$ cat config.mk
export PLATFORM = sky130hd
export DESIGN_NAME = oam_dma
export DESIGN_NICKNAME = d
export VERILOG_FILES = /design/src/rtl/nes_pkg.sv /design/src/rtl/oam_dma.sv
export SDC_FILE = /design/constraint.sdc
export NUM_CORES = 1
export LEC_CHECK = 0
export ABC_CLOCK_PERIOD_IN_PS = 2600
export CELL_PAD_IN_SITES_DETAIL_PLACEMENT = 1
export CELL_PAD_IN_SITES_GLOBAL_PLACEMENT = 1
export CORE_MARGIN = 2
export CORE_UTILIZATION = 31
export CTS_CLUSTER_DIAMETER = 30
export DETAILED_ROUTE_END_ITERATION = 6
export GPL_ROUTABILITY_DRIVEN = 0
export GPL_TIMING_DRIVEN = 0
export PLACE_DENSITY_LB_ADDON = 0.1
export SYNTH_ARGS = -nofsm -noshare
export SYNTH_HDL_FRONTEND = slang
export SYNTH_SLANG_ARGS = --single-unit
$ cat constraint.sdc
create_clock -name clk -period 2.6 [get_ports clk]
set_clock_uncertainty 0.15 [all_clocks]
set_input_delay 0.52 -clock clk [delete_from_list [all_inputs] [get_ports clk]]
set_output_delay 0.52 -clock clk [all_outputs]
set_load 0.02 [all_outputs]
$ cat src/rtl/nes_pkg.sv
`default_nettype none
// ============================================================================
// Module   : nes_pkg
// Brief    : Shared constants and the sprite DMA state enum.
// Revision : 1.0
// ============================================================================
package nes_pkg;

    localparam logic [15:0] NES_TRIG_ADDR = 16'h4014;
    localparam logic [15:0] NES_OAM_ADDR  = 16'h2004;
    localparam int          NES_DMA_LEN   = 256;

    typedef enum logic [2:0] {
        IDLE  = 3'd0,
        HALT  = 3'd1,
        ALIGN = 3'd2,
        READ  = 3'd3,
        WRITE = 3'd4
    } dma_state_t;

endpackage
`default_nettype wire

$ cat src/rtl/oam_dma.sv
`default_nettype none
// ============================================================================
// Module   : oam_dma
// Brief    : Sprite OAM DMA; copies one CPU page into $2004 while the CPU is halted.
// Revision : 1.0
// ============================================================================
module oam_dma
    import nes_pkg::*;
#(
    parameter logic [15:0] TRIG_ADDR = NES_TRIG_ADDR,
    parameter logic [15:0] OAM_ADDR  = NES_OAM_ADDR,
    parameter int          LEN       = NES_DMA_LEN
) (
    input  logic        clk,
    input  logic        reset,
    input  logic [15:0] cpu_addr,
    input  logic [7:0]  cpu_wdata,
    input  logic        cpu_wr,
    input  logic        grant,
    output logic        req,
    output logic        halt,
    output logic        busy,
    output logic        dma_en,
    output logic [15:0] dma_addr,
    output logic        dma_rw,
    output logic [7:0]  dma_wdata,
    input  logic [7:0]  dma_rdata
);

    localparam logic [7:0] C_LAST_IDX = 8'(LEN - 1);

    dma_state_t state_q, state_d;
    logic [7:0] page_q, page_d;
    logic [7:0] idx_q, idx_d;
    logic [7:0] data_buf_q, data_buf_d;
    logic       parity_q, parity_d;

    always_comb begin
        state_d    = state_q;
        page_d     = page_q;
        idx_d      = idx_q;
        data_buf_d = data_buf_q;
        parity_d   = ~parity_q;
        // Every non-idle step only advances while the arbiter grants the bus.
        case (state_q)
            IDLE: begin
                if (cpu_wr && (cpu_addr == TRIG_ADDR)) begin
                    page_d  = cpu_wdata;
                    idx_d   = 8'd0;
                    state_d = HALT;
                end
            end
            HALT: begin
                if (grant) begin
                    state_d = parity_q ? ALIGN : READ;
                end
            end
            ALIGN: begin
                if (grant) begin
                    state_d = READ;
                end
            end
            READ: begin
                if (grant) begin
                    data_buf_d = dma_rdata;
                    state_d    = WRITE;
                end
            end
            WRITE: begin
                if (grant) begin
                    idx_d   = idx_q + 8'd1;
                    state_d = (idx_q == C_LAST_IDX) ? IDLE : READ;
                end
            end
            default: state_d = IDLE;
        endcase
    end

    always_ff @(posedge clk or posedge reset) begin
        if (reset) begin
            state_q    <= IDLE;
            page_q     <= 8'd0;
            idx_q      <= 8'd0;
            data_buf_q <= 8'd0;
            parity_q   <= 1'b0;
        end else begin
            state_q    <= state_d;
            page_q     <= page_d;
            idx_q      <= idx_d;
            data_buf_q <= data_buf_d;
            parity_q   <= parity_d;
        end
    end

    logic in_idle;
    logic in_read;
    logic in_write;

    assign in_idle  = (state_q == IDLE);
    assign in_read  = (state_q == READ);
    assign in_write = (state_q == WRITE);

    assign req       = ~in_idle;
    assign halt      = ~in_idle;
    assign busy      = ~in_idle;
    assign dma_en    = grant & (in_read | in_write);
    assign dma_rw    = ~in_write;
    assign dma_addr  = in_read  ? {page_q, idx_q} :
                       in_write ? OAM_ADDR        : 16'h0000;
    assign dma_wdata = in_write ? data_buf_q : 8'h00;

endmodule
`default_nettype wire
==> summary.txt <==
share of cells above drive strength 1: 20.1%
#FFs+latches synth: 28
largest net degree at the start of global routing: 29
Final setup viols: 0
Fillers: 529
Synth Instances: 151
Die Area: 5450 um2
Clk Latency, worst-skew pair: 0.28 ns
Max Freq: 397 MHz
post-synthesis mux area share: 12.6%
Max-cap violations: 0
final max-slew violation count: 0
fin crit share: 96.9%
Post-Syn Area per Cell: 10.0 um2
Synth async-reset ratio: 100%
Worst Path Class, Setup: flip-flop to primary output
CTS H-tree lvls: 1
Post-Synth Adder-Cell Area: 0.829%
initial antenna violation count: 0
clock tree sinks: 28
slew at the pin closest to its max-slew limit: 1.09 ns
highest metal used: met4
Inserted Diodes: 0
Post-Synth XOR/XNOR Area: 0.580%
mapped cell area: 1510 um2
Synth Area in Compound Gates: 8.29%
cts bufs inserted: 3
main combinational cell family by area after synthesis: simple AND/OR/NAND/NOR gates
CTS tree: yes
CP Launch Type: flip-flop
root buffer cell: clkbuf_8
Worst Path Arrival: 1.85 ns
Initial Util: 32.0%
clk slew on worst S/H paths: 0.10 ns
Post-synth EDFFs: 0
Die Height: 73.8 um
vias in the first global route: 1,519
area grow syn2layout: 53.4%
max_slew headroom: 27.0%
ys flop type: dfrtp_1
DR vias: 1,398
Nets: 257
commonest cells after routing, fill and taps aside: 43 x clkdlybuf4s50_1, 27 x dfrtp_1, 16 x nand2_1, 16 x mux2_2
Vias/cell: 4.89
DR WL met3: 279 um
Synth Area in Simple Gates: 26.3%
LEAKAGE: 0.00118 uW
Register Area: 702 um2
commonest non-fill, non-tap cell in the layout: clkdlybuf4s50_1
DRT met1 WL: 1.78 mm
crit path capture type: primary output
Core ar.: 4720 um2
GR Overflow Total: 0
VDD IR-drop max: 403 uV
die width: 73.8 um
Pwr Density: 765 nW/um2
register area share after synthesis: 46.4%
WL/cell: 15.7 um
RSZ-0062 raised after global routing: no
FP Rows: 25
outcome: finished, final reports clean
drt total wl: 4.48 mm
footprint of the multi-input gates: 751 um2
1st-pass router iterations: 4
crit-path max FO: 10
Pwr Total: 1770 uW
CP required: 1.93 ns
worst hold path type: flip-flop to flip-flop
Yosys warnings: 0
post-synth net total: 188
clock buffer depth: 2
# DRC: 0
# port buffers: 63
Setup TNS: 0 ns
first-pass GRT wire length: 7.33 mm
hold_ws: 0.293 ns
IO Count: 65
Tot GR Track Use: 17.9%
ANT nets after route: 0
DP HPWL: 3.51 mm
metal2 WL: 2.39 mm
Synth cell types: 37
Fin. Hold Viols: 0
initial detailed-routing violation count: 41
min Tclk post-route: 2.52 ns
[report_power, final]
| group | internal, uW | switching, uW |
|---|---|---|
| Combinational | 406 | 440 |
| Sequential | 560 | 94.4 |
| Clock | 136 | 136 |
| Total | 1100 | 671 |
[state kept, by name (all words and copies together), names as in the netlist]
name and cells:
state_q 3, page_q 8, idx_q 8, data_buf_q 8, parity_q 1
[through the flow]
step | cells | util [%] | worst slack, ns | area (um2)
final | 286 | 49.0 | 0.0812 | 2320
after CTS | 285 | 48.5 | 0.00405 | 2290
after floorplan | 151 | - | 0.288 | 1510
after global placement | 281 | 47.1 | -0.193 | 2220
after detailed placement | 281 | 47.1 | -0.260 | 2220
after global routing | 286 | 49.0 | 0.00155 | 2320
[what timing repair did]
item / CTS / global route
resized for setup: 20 / 21
setup endpoints to repair: 21 / 23
hold buffers: 0 / 0
setup buffers: 0 / 1
gates cloned: 0 / 0
[routing by layer]
layer | GRT usage, % | up-vias
li1 | - | 663
met1 | 20.9 | 688
met2 | 33.2 | 43
met3 | 2.88 | 4
met4 | 5.45 | 0
met5 | 0 | -
[worst max-delay path, cell delays in order (launching register included)]
cell and delay (ns):
dfrtp_1 0.38, buf_4 0.17, nor2_4 0.21, and3_1 0.20
clkdlybuf4s50_1 0.61
[layout make-up]
type	count	share of cell area [%]
Buffer	9	2.27
Multi-Input combinational cell	106	32.4
Sequential cell	28	30.3
Tap cell	67	3.62
Timing Repair Buffer	64	27.7
Inverter	8	1.30
Clock buffer	4	2.38
[final timing paths]
kind	startpoint	endpoint	slack [ns]	cells past startpoint
worst max-delay path	state_q[1]	dma_wdata[4]	0.08	4
worst min-delay path	parity_q	parity_q	0.29	1
worst max register to register	state_q[1]	page_q[7]	0.09	5
worst min register to register	parity_q	parity_q	0.29	1
max in group asynchronous	reset	state_q[2]	0.91	2
min in group asynchronous	reset	data_buf_q[1]	0.66	2
[cell usage after synthesis, drive strengths merged, types with 3 or more instances]
library cell	number	area, um2
buf	4	27.5
mux2	16	180
nand2	17	63.8
nand3	4	20.0
dfrtp	28	701
a21oi	4	20.0
nor2	4	15.0
and3	9	56.3
inv	8	30.0
and2	9	56.3
o21ai	9	45.0
nor3	6	41.3
clkbuf	5	18.8
nor4	3	18.8
[kinds of logic (layout without fill, tap and decap cells)]
family          count (synthesis)  after routing
fa+ha+maj                       1              1
flops                          28             28
compound gates                 21             21
buf+inv                        17             85
simple gates                   66             66
mux                            17             17
xor+xnor                        1              1
Note: power is estimated with default switching activity, not from simulation.
